## src/rtl/controller_if.sv

```systemverilog
// Control bus between the accumulator-CPU controller and its datapath.
// The master modport is the controller side; the slave modport is the
// datapath side, which supplies the opcode fields and flags and receives
// every strobe, select and debug output.
interface controller_if;
    logic [4:0] opCode;
    logic       D;
    logic       CF;
    logic       ZF;
    logic       Reset_out;
    logic [3:0] Current_state_test;
    logic       ALU_MUX;
    logic [3:0] ALU_OP;
    logic       PC_INC;
    logic       PC_LOAD;
    logic       IR_WR_CLK;
    logic       RAM_WR;
    logic       RAM_RD;
    logic       FLAG_WR_CLK;
    logic       RAM_MUX;
    logic       MDR_WR_CLK;
    logic       A_WR_CLK;
    logic       ALU_EN;

    modport master (
        input  opCode, D, CF, ZF,
        output Reset_out, Current_state_test, ALU_MUX, ALU_OP, PC_INC, PC_LOAD,
               IR_WR_CLK, RAM_WR, RAM_RD, FLAG_WR_CLK, RAM_MUX, MDR_WR_CLK,
               A_WR_CLK, ALU_EN
    );

    modport slave (
        output opCode, D, CF, ZF,
        input  Reset_out, Current_state_test, ALU_MUX, ALU_OP, PC_INC, PC_LOAD,
               IR_WR_CLK, RAM_WR, RAM_RD, FLAG_WR_CLK, RAM_MUX, MDR_WR_CLK,
               A_WR_CLK, ALU_EN
    );
endinterface

```

## src/rtl/controller.sv

```systemverilog
// Multi-cycle Moore control unit for the accumulator CPU.
// Sequences fetch / decode / execute and decodes opcode, D and flags into
// datapath strobes. All outputs are combinational from state, opCode and D.
// Optional macro CONTROLLER_STATE_DBG_EN exposes the state register on
// Current_state_test; otherwise that port is tied to zero.
module controller (
    input  logic          CLK,
    input  logic          Reset_in,
    controller_if.master  bus
);
    localparam logic [3:0] ST_RESET     = 4'd0;
    localparam logic [3:0] ST_FETCH     = 4'd1;
    localparam logic [3:0] ST_DECODE    = 4'd2;
    localparam logic [3:0] ST_EXEC_A    = 4'd3;
    localparam logic [3:0] ST_EXEC_B    = 4'd4;
    localparam logic [3:0] ST_JUMP      = 4'd5;
    localparam logic [3:0] ST_IND_RD    = 4'd6;
    localparam logic [3:0] ST_IND_SETUP = 4'd7;
    localparam logic [3:0] ST_IND_WR    = 4'd8;

    // Power-up value puts the machine in RESET without Reset_in.
    logic [3:0] state_q = ST_RESET;
    logic [3:0] state_d;

    logic grp_a, grp_b, grp_c, grp_d, grp_e;
    logic alu_mux_dec;
    logic jump_take;

    // Opcode decode into instruction groups, B-operand select and jump condition.
    always_comb begin
        grp_a       = 1'b0;
        grp_b       = 1'b0;
        grp_c       = 1'b0;
        grp_d       = 1'b0;
        grp_e       = 1'b0;
        alu_mux_dec = 1'b0;
        jump_take   = 1'b0;
        case (bus.opCode)
            5'b00000: grp_a = 1'b1;
            5'b00001: begin grp_a = 1'b1; alu_mux_dec = 1'b1; end
            5'b00010: grp_b = 1'b1;
            5'b00011: grp_d = 1'b1;
            5'b00100: grp_e = 1'b1;
            5'b00101, 5'b00110, 5'b00111: grp_a = 1'b1;
            5'b01000, 5'b01001, 5'b01010, 5'b01011,
            5'b01100, 5'b01101, 5'b01110, 5'b01111: begin
                alu_mux_dec = 1'b1;
                grp_a       = ~bus.D;
                grp_b       = bus.D;
            end
            5'b10100: begin grp_c = 1'b1; jump_take = 1'b1;     end
            5'b10101: begin grp_c = 1'b1; jump_take = bus.CF;   end
            5'b10110: begin grp_c = 1'b1; jump_take = bus.ZF;   end
            5'b10111: begin grp_c = 1'b1; jump_take = ~bus.CF;  end
            5'b11000: begin grp_c = 1'b1; jump_take = ~bus.ZF;  end
            default: ;
        endcase
    end

    // Next-state logic; illegal codes recover to FETCH.
    always_comb begin
        state_d = ST_FETCH;
        case (state_q)
            ST_RESET:  state_d = ST_FETCH;
            ST_FETCH:  state_d = ST_DECODE;
            ST_DECODE: begin
                if (grp_a)              state_d = ST_EXEC_A;
                else if (grp_b)         state_d = ST_EXEC_B;
                else if (grp_c)         state_d = jump_take ? ST_JUMP : ST_FETCH;
                else if (grp_d | grp_e) state_d = ST_IND_RD;
                else                    state_d = ST_FETCH;
            end
            ST_IND_RD: begin
                if (grp_d)      state_d = ST_EXEC_A;
                else if (grp_e) state_d = ST_IND_SETUP;
                else            state_d = ST_FETCH;
            end
            ST_IND_SETUP: state_d = ST_IND_WR;
            default:      state_d = ST_FETCH;
        endcase
    end

    // State register with synchronous reset that overrides any instruction in flight.
    always_ff @(posedge CLK) begin
        if (Reset_in) state_q <= ST_RESET;
        else          state_q <= state_d;
    end

    logic       reset_out;
    logic       alu_mux;
    logic [3:0] alu_op;
    logic       pc_inc, pc_load, ir_wr, ram_wr, ram_rd, flag_wr;
    logic       ram_mux, mdr_wr, a_wr, alu_en;

    // Moore output decode; anything not named for a state stays low.
    always_comb begin
        reset_out = 1'b0;
        alu_mux   = 1'b0;
        alu_op    = 4'd0;
        pc_inc    = 1'b0;
        pc_load   = 1'b0;
        ir_wr     = 1'b0;
        ram_wr    = 1'b0;
        ram_rd    = 1'b0;
        flag_wr   = 1'b0;
        ram_mux   = 1'b0;
        mdr_wr    = 1'b0;
        a_wr      = 1'b0;
        alu_en    = 1'b0;
        case (state_q)
            ST_RESET: reset_out = 1'b1;
            ST_FETCH: begin
                ram_rd = 1'b1;
                ir_wr  = 1'b1;
                pc_inc = 1'b1;
            end
            ST_DECODE: mdr_wr = 1'b1;
            ST_EXEC_A: begin
                ram_rd  = 1'b1;
                ram_mux = 1'b1;
                alu_en  = 1'b1;
                a_wr    = 1'b1;
                alu_mux = alu_mux_dec;
                alu_op  = bus.opCode[3:0];
                // Flags only for the literal and memory ALU opcodes 00101..01111.
                flag_wr = (bus.opCode[4:3] == 2'b01) ||
                          (bus.opCode[4:3] == 2'b00 && bus.opCode[2:0] >= 3'd5);
            end
            ST_EXEC_B: begin
                alu_en  = 1'b1;
                ram_wr  = 1'b1;
                ram_mux = 1'b1;
                alu_op  = bus.opCode[3:0];
                flag_wr = (bus.opCode != 5'b00010);
            end
            ST_JUMP: pc_load = 1'b1;
            ST_IND_RD: begin
                ram_rd  = 1'b1;
                ram_mux = 1'b1;
                mdr_wr  = 1'b1;
            end
            ST_IND_SETUP: begin
                alu_en  = 1'b1;
                ram_mux = 1'b1;
                alu_op  = bus.opCode[3:0];
            end
            ST_IND_WR: begin
                alu_en  = 1'b1;
                ram_wr  = 1'b1;
                ram_mux = 1'b1;
            end
            default: ;
        endcase
    end

    assign bus.Reset_out   = reset_out;
    assign bus.ALU_MUX     = alu_mux;
    assign bus.ALU_OP      = alu_op;
    assign bus.PC_INC      = pc_inc;
    assign bus.PC_LOAD     = pc_load;
    assign bus.IR_WR_CLK   = ir_wr;
    assign bus.RAM_WR      = ram_wr;
    assign bus.RAM_RD      = ram_rd;
    assign bus.FLAG_WR_CLK = flag_wr;
    assign bus.RAM_MUX     = ram_mux;
    assign bus.MDR_WR_CLK  = mdr_wr;
    assign bus.A_WR_CLK    = a_wr;
    assign bus.ALU_EN      = alu_en;

`ifdef CONTROLLER_STATE_DBG_EN
    assign bus.Current_state_test = state_q;
`else
    assign bus.Current_state_test = 4'b0000;
`endif

endmodule

```

## src/flat_wrapper.sv

```systemverilog
// flat-port wrapper written by rule: the top's interface ports become plain ports
module controller_flat 
  (CLK, Reset_in, bus_opCode, bus_D, bus_CF, bus_ZF, bus_Reset_out, bus_Current_state_test, bus_ALU_MUX, bus_ALU_OP, bus_PC_INC, bus_PC_LOAD, bus_IR_WR_CLK, bus_RAM_WR, bus_RAM_RD, bus_FLAG_WR_CLK, bus_RAM_MUX, bus_MDR_WR_CLK, bus_A_WR_CLK, bus_ALU_EN);
  controller_if bus_i ();
  input  logic CLK;
  input  logic Reset_in;
  input wire logic [$bits(bus_i.opCode)-1:0] bus_opCode;
  input wire logic [$bits(bus_i.D)-1:0] bus_D;
  input wire logic [$bits(bus_i.CF)-1:0] bus_CF;
  input wire logic [$bits(bus_i.ZF)-1:0] bus_ZF;
  output wire logic [$bits(bus_i.Reset_out)-1:0] bus_Reset_out;
  output wire logic [$bits(bus_i.Current_state_test)-1:0] bus_Current_state_test;
  output wire logic [$bits(bus_i.ALU_MUX)-1:0] bus_ALU_MUX;
  output wire logic [$bits(bus_i.ALU_OP)-1:0] bus_ALU_OP;
  output wire logic [$bits(bus_i.PC_INC)-1:0] bus_PC_INC;
  output wire logic [$bits(bus_i.PC_LOAD)-1:0] bus_PC_LOAD;
  output wire logic [$bits(bus_i.IR_WR_CLK)-1:0] bus_IR_WR_CLK;
  output wire logic [$bits(bus_i.RAM_WR)-1:0] bus_RAM_WR;
  output wire logic [$bits(bus_i.RAM_RD)-1:0] bus_RAM_RD;
  output wire logic [$bits(bus_i.FLAG_WR_CLK)-1:0] bus_FLAG_WR_CLK;
  output wire logic [$bits(bus_i.RAM_MUX)-1:0] bus_RAM_MUX;
  output wire logic [$bits(bus_i.MDR_WR_CLK)-1:0] bus_MDR_WR_CLK;
  output wire logic [$bits(bus_i.A_WR_CLK)-1:0] bus_A_WR_CLK;
  output wire logic [$bits(bus_i.ALU_EN)-1:0] bus_ALU_EN;
  assign bus_i.opCode = bus_opCode;
  assign bus_i.D = bus_D;
  assign bus_i.CF = bus_CF;
  assign bus_i.ZF = bus_ZF;
  assign bus_Reset_out = bus_i.Reset_out;
  assign bus_Current_state_test = bus_i.Current_state_test;
  assign bus_ALU_MUX = bus_i.ALU_MUX;
  assign bus_ALU_OP = bus_i.ALU_OP;
  assign bus_PC_INC = bus_i.PC_INC;
  assign bus_PC_LOAD = bus_i.PC_LOAD;
  assign bus_IR_WR_CLK = bus_i.IR_WR_CLK;
  assign bus_RAM_WR = bus_i.RAM_WR;
  assign bus_RAM_RD = bus_i.RAM_RD;
  assign bus_FLAG_WR_CLK = bus_i.FLAG_WR_CLK;
  assign bus_RAM_MUX = bus_i.RAM_MUX;
  assign bus_MDR_WR_CLK = bus_i.MDR_WR_CLK;
  assign bus_A_WR_CLK = bus_i.A_WR_CLK;
  assign bus_ALU_EN = bus_i.ALU_EN;
  controller u_core (.CLK(CLK), .Reset_in(Reset_in), .bus(bus_i));
endmodule
```

## config.mk

```make
export PLATFORM = sky130hd
export DESIGN_NAME = controller_flat
export DESIGN_NICKNAME = d
export VERILOG_FILES = /design/src/rtl/controller_if.sv /design/src/rtl/controller.sv /design/src/flat_wrapper.sv
export SDC_FILE = /design/constraint.sdc
export NUM_CORES = 1
export LEC_CHECK = 0
export CAP_MARGIN = 10
export CORE_UTILIZATION = 42
export CTS_BUF_LIST = sky130_fd_sc_hd__clkbuf_16
export DETAILED_ROUTE_END_ITERATION = 6
export PLACE_DENSITY = 0.82
export SLEW_MARGIN = 20
export SYNTH_ARGS = -nofsm -noshare
export SYNTH_HDL_FRONTEND = slang
export SYNTH_SLANG_ARGS = --single-unit
```

## constraint.sdc

```tcl
create_clock -name CLK -period 2.7 [get_ports CLK]
set_input_delay 0.54 -clock CLK [delete_from_list [all_inputs] [get_ports CLK]]
set_output_delay 0.54 -clock CLK [all_outputs]
set_load 0.02 [all_outputs]
```

==> results.md, run 1 <==
- Status: complete, no violations
- Synthesized area per cell: 7.22 sq um
- Hold WC Path Type: register to register
- Number of max-cap violations: 0
- Inst Count DP: 125
- Final instance area: 966 sq um
- Worst path required time: 2.16 ns
- Critical path startpoint category: input port
- Maximum buffer depth of the clock tree: 2
- Peak VDD IR: 0.248 mV
- Tcrit/Tclk final: 0.929
- Reg clk slew, reported paths: 0.03 ns
- Biggest register: u_core.state_q
- DR vias: 698
- Largest cells by area after synthesis: dfxtp_1 13%, nand2b_1 8.4%, buf_4 6.3%
- Final cell count without fillers: 128
- Most common cell in the netlist: nand2b_1
- Met2 routed WL: 852 um
- Yosys reg bits: 4
- CP max FO: 3
- Cells after Synth: 83
- Die X: 39.8 um
- Final Hold Viols: 0
- Power Dens Cells: 457 nW/um^2
- PortBufs: 25
- Compound-Gate Fraction of Synth Area: 0.284
- Ys flop type: dfxtp_1
- Cell Area, Synth: 599 sq um
- Worst Setup Path Type: input port to output pin
- Final Skew: 0.00209 ns
- # rows: 13
- H-tree Lvls: 1
- HPWL after detailed placement: 1170 um
- Sequential share of the synthesized area: 0.134
- Setup TNS: 0 ns
- Metal3 WL: 51 um
- DP Area: 886 sq um
- Number of remaining DRC errors: 0
- Largest register FFs: 4
- Critical path data arrival time: 1.97 ns
- Uppermost routed layer: met3
- Unrepaired setup endpoints after global routing: no
- Final slew viol count: 0
- Vias in the first global route: 621
- Fmax: 0.399 GHz
- GRT Overall Usage: 0.239
- Synth top cells by count: 8 x nand2b_1, 5 x buf_4, 5 x nor2_1
- Vias per std cell: 5.45
- Final nets: 125
- Yosys warns: 0
- Number of nets with antenna violations after routing: 0
- Initial DRT Pass Iterations: 4
- Initial antenna violation count: 0
- Cell chosen for the clock root: clkbuf_16
- First-pass GRT wire length: 2550 um
- I/O pin total: 30
- Starting density of the core: 0.455
- XOR/XNOR share of the synthesized area: 0.0146
- Diode count: 0
- Largest family of logic cells by synthesized area: simple AND/OR/NAND/NOR gates
- Adder-cell share of the synthesized area: 0
- CTS Buf Count: 3
- Setup slack at placement: -0.0988 ns
- Crit. End Element: output pin
- Placer Congestion: 0.822
- Post-synth EDFFs: 0
- # clock sinks: 4
- Avg WL per Cell: 12.8 um
- Share of cells above drive strength 1: 0.168
- Multiplexer share of the synthesized area: 0
- Final setup margin: 0.193 ns
- Synth-to-Final Area Change: 61.2%
- Metal-1 WL: 729 um
- Static leakage: 0.376 nW
- Largest net degree at the start of global routing: 14
- Final wirelength: 1630 um
- Post-synth cell types: 36
- Setup bufs post-CTS: 0
- Minimum period implied by the final worst setup slack: 2.51 ns
- Core ar.: 1320 sq um
- Post-synth ARST share: 0
- Post-Synth Simple-Gate Area: 0.415
- Yosys top cell by area: dfxtp_1
- Setup violations, final: 0
- Gr ovfl total: 0
- WHS: 0.649 ns
- Number of DRC markers in iteration 0: 22
- CTS tree: built
- Die Height: 39.8 um
- Largest regs: u_core.state_q: 4 flops
- Worst-Skew Late Latency: 0.23 ns
- Post-synth top area share: 0.134
- Die ar.: 1580 sq um
## metrics by stage
stage,util,power [W]
final,0.733,0.000442
after global routing,0.733,0.000461
after floorplan,-,0.000155
after CTS,0.732,0.000442
after detailed placement,0.672,0.000209
after global placement,0.672,0.000207
## report_power, final
part	internal [W]	switching, W
Sequential	0.0000633	0.00000247
Combinational	0.0000699	0.0000740
Clock	0.000189	0.0000428
Total	0.000323	0.000119
## timing repair
action | 4_1_cts | 5_1_grt
pin swaps | 0 | 0
hold buffers | 0 | 0
gates resized for setup | 3 | 1
endpoints found under the hold margin | 0 | 0
endpoints found under the setup margin | 2 | 1
## path summary, 6_finish.rpt
path | from | end | slack [ns] | depth (start not counted)
setup reg to reg | u_core.state_q[2]$_SDFF_PP0_ | u_core.state_q[2]$_SDFF_PP0_ | 1.01 | 4
hold / removal | u_core.state_q[0]$_SDFF_PP0_ | u_core.state_q[3]$_SDFF_PP0_ | 0.65 | 3
setup / recovery | bus_opCode[2] | bus_FLAG_WR_CLK | 0.19 | 5
hold reg to reg | u_core.state_q[0]$_SDFF_PP0_ | u_core.state_q[3]$_SDFF_PP0_ | 0.65 | 3
## layer usage
layer / vias to the layer above / global-route usage
met5: - / 0
met1: 330 / 0.279
met3: 0 / 0.0682
met4: 0 / 0.0517
met2: 12 / 0.422
li1: 356 / -
## worst max-delay path, stage by stage
cell,delay [ns]
clkdlybuf4s50_1,0.47
and2b_2,0.23
nor3b_1,0.14
o41ai_1,0.22
dlygate4sd2_1,0.37
## layout by cell type (no fill, tap or decap), types with 3 or more instances in the layout
| master | n |
|---|---|
| clkdlybuf4s50_1 | 23 |
| buf_4 | 11 |
| nand2b_1 | 8 |
| nor2_1 | 5 |
| nor3b_1 | 4 |
| and2_1 | 4 |
| conb_1 | 4 |
| or3_1 | 3 |
| inv_1 | 3 |
| nand2_1 | 3 |
| nor3_1 | 3 |
| o21a_1 | 3 |
| a21oi_1 | 3 |
| clkbuf_16 | 3 |
| dfxtp_1 | 3 |
## layout make-up
class	count	area [sq um]
sequential	4	81.3
multi-input combinational	67	449
tap	15	18.8
timing repair buffer	36	330
inverter	3	11.3
fill	107	352
clock buffer	3	75.1
## logic make-up after synthesis
group | count (synthesis)
flip-flops | 4
AO/OA/AOI/OAI | 21
buffers and inverters | 15
AND/OR/NAND/NOR | 41
other | 1
XOR/XNOR | 1
No activity file was read; power rests on OpenSTA's default activity.
==> run 2: changes to the inputs <==
--- a/config.mk
+++ b/config.mk
@@ -11,2 +11,3 @@
 export DETAILED_ROUTE_END_ITERATION = 6
+export MAX_ROUTING_LAYER = met4
 export PLACE_DENSITY = 0.82
--- a/constraint.sdc
+++ b/constraint.sdc
@@ -3,2 +3,2 @@
 set_output_delay 0.54 -clock CLK [all_outputs]
-set_load 0.02 [all_outputs]
+set_load 0.05 [all_outputs]
==> run 2 against run 1 <==
Clock skew decreased by 0.0014 ns. Largest power group unchanged. Combinational power up 19%. Via count fell by 0.72%. Sequential share of layout area is 0.28 points lower. Die area did not move. Core utilization increased by 1.3 points. Critical path depth down 2. Highest routed layer is now met4. Total power increased by 8.7%. Setup slack worse by 0.064 ns.
==> results.md, run 2 (synthesized netlist as in run 1, its figures left out) <==
- Final Hold Viols: 0 (unchanged)
- Largest net degree at the start of global routing: 13 (-1)
- Inst Count DP: 120 (-4.0%)
- DR vias: 693 (-0.72%)
- Minimum period implied by the final worst setup slack: 2.57 ns (+0.0644 ns)
- R2R Setup Slk: 1.01 ns (about the same)
- Synth-to-Final Area Change: 64.1%
- Power Dens Cells: 488 nW/um^2 (+6.8%)
- CP max FO: 11 (+8)
- Vias in the first global route: 599 (-3.5%)
- # clock sinks: 4 (unchanged)
- Most frequent cells in the layout: 16 x clkdlybuf4s50_1, 9 x buf_4, 8 x nand2b_1, 6 x buf_12, 5 x nor2_1
- Final cell count without fillers: 123 (-3.9%)
- Critical path startpoint category: register
- Hold WC Path Type: register to register
- Core ar.: 1320 sq um (unchanged)
- PortBufs: 25 (unchanged)
- Largest register FFs: 4 (unchanged)
- Worst path required time: 2.16 ns (about the same)
- Critical path data arrival time: 2.03 ns (+0.06 ns)
- Switching fraction of total power: 0.339 (+0.0687)
- # rows: 13 (unchanged)
- Largest regs: u_core.state_q: 4 flops
- Die Height: 39.8 um (unchanged)
- Combinational power share: 0.358 (+0.032)
- CTS resizes: 0 (-3)
- Number of nets with antenna violations after routing: 0 (unchanged)
- Pint: 0.000318 W (-1.5%)
- Setup TNS: 0 ns (unchanged)
- Number of remaining DRC errors: 0 (unchanged)
- Reg2Reg Launch Point: u_core.state_q[3]$_SDFF_PP0_
- Peak VDD IR: 0.217 mV (-12%)
- CTS Buf Count: 3 (unchanged)
- Die X: 39.8 um (unchanged)
- CTS tree: built
- Vias per std cell: 5.63 (+3.3%)
- Final wirelength: 1600 um (-2.2%)
- Unrepaired setup endpoints after global routing: no
- Number of max-cap violations: 0 (unchanged)
- Seq pwr share: 0.153 (+0.004)
- Number of DRC markers in iteration 0: 11 (-50%)
- Initial antenna violation count: 0 (unchanged)
- Setup violations, final: 0 (unchanged)
- H-tree Lvls: 1 (unchanged)
- Setup bufs post-CTS: 0 (unchanged)
- Final slew viol count: 0 (unchanged)
- First-pass GRT wire length: 2370 um (-6.8%)
- Avg WL per Cell: 13.0 um (+1.8%)
- HPWL after detailed placement: 1250 um (+6.7%)
- Tcrit/Tclk final: 0.953 (+0.0238)
- Setup slack at placement: 0.190 ns (+0.289 ns)
- Status: complete, no violations
- GRT Overall Usage: 0.226 (-0.0128)
- Reg clk slew, reported paths: 0.03 ns (about the same)
- Die ar.: 1580 sq um (unchanged)
- Hold wc startpoint: u_core.state_q[2]$_SDFF_PP0_
- Final Skew: 0.000669 ns (-0.00142 ns)
- Final setup margin: 0.128 ns (-0.0644 ns)
- WHS: 0.699 ns (+0.0495 ns)
- Diode count: 0 (unchanged)
- Crit. End Element: output pin
- Number of hold buffers added after CTS: 0 (unchanged)
- Worst Setup Path Type: register to output pin
- NetSw: 0.000163 W (+36%)
- Worst-Skew Late Latency: 0.23 ns (about the same)
- Cell chosen for the clock root: clkbuf_16
- Fmax: 0.389 GHz (-2.5%)
- Commonest non-fill, non-tap cell in the layout: clkdlybuf4s50_1
- Share of cells above drive strength 1: 0.204 (+0.0356)
- Clk network pwr share: 0.489 (-0.036)
- Maximum buffer depth of the clock tree: 2 (unchanged)
- Biggest register: u_core.state_q
- Placer Congestion: 0.798 (-2.9%)
- Static leakage: 0.382 nW (+1.4%)
- Final nets: 120 (-4.0%)
- Gr ovfl total: 0 (unchanged)
- I/O pin total: 30 (unchanged)
- Initial DRT Pass Iterations: 4 (unchanged)
- Final Core Density: 0.746 (+0.0133)
- Starting density of the core: 0.455 (unchanged)
- Critical path startpoint: u_core.state_q[1]$_SDFF_PP0_
run 2: final timing paths:
kind,endpoint,cells after the start
worst max-delay path,bus_RAM_MUX,3
worst min register to register,u_core.state_q[3]$_SDFF_PP0_,3
worst min-delay path,u_core.state_q[3]$_SDFF_PP0_,3
worst max register to register,u_core.state_q[2]$_SDFF_PP0_,5
run 2: layout make-up:
cell class                 count  area (sq um)
inverter                       3          11.3
tap                           15          18.8
fill                          94           334
multi-input combinational     67           450
clock buffer                   3          75.1
timing repair buffer          31           348
sequential                     4          80.1
run 2: metrics by stage:
stage | instance area, sq um | total power [W]
2_1_floorplan | 618 | 0.000197
3_3_place_gp | 908 | 0.000243
3_5_place_dp | 908 | 0.000246
4_1_cts | 983 | 0.000483
5_1_grt | 983 | 0.000498
6_report | 983 | 0.000480
run 2: layer usage:
layer  part of all wire  GRT usage  vias to the layer above
met1               0.44      0.267                      316
met4              0.013      0.155                        0
met3              0.047          0                        2
met5                  0          -                        -
li1                   -          -                      347
met2               0.50      0.373                       28
run 2: power by group through the flow:
stage / clock [W] / combinational, W / sequential, W
finish: 0.000235 / 0.000172 / 0.0000733
global placement: 0 / 0.000170 / 0.0000738
detailed placement: 0 / 0.000172 / 0.0000738
global route: 0.000241 / 0.000183 / 0.0000741
floorplan: 0 / 0.000132 / 0.0000650
CTS: 0.000238 / 0.000172 / 0.0000731
run 2: worst max-delay path, stage by stage (launching register included):
cell	delay [ns]
dfxtp_1	0.54
nand2_1	0.23
o22ai_1	0.21
clkdlybuf4s50_1	0.82
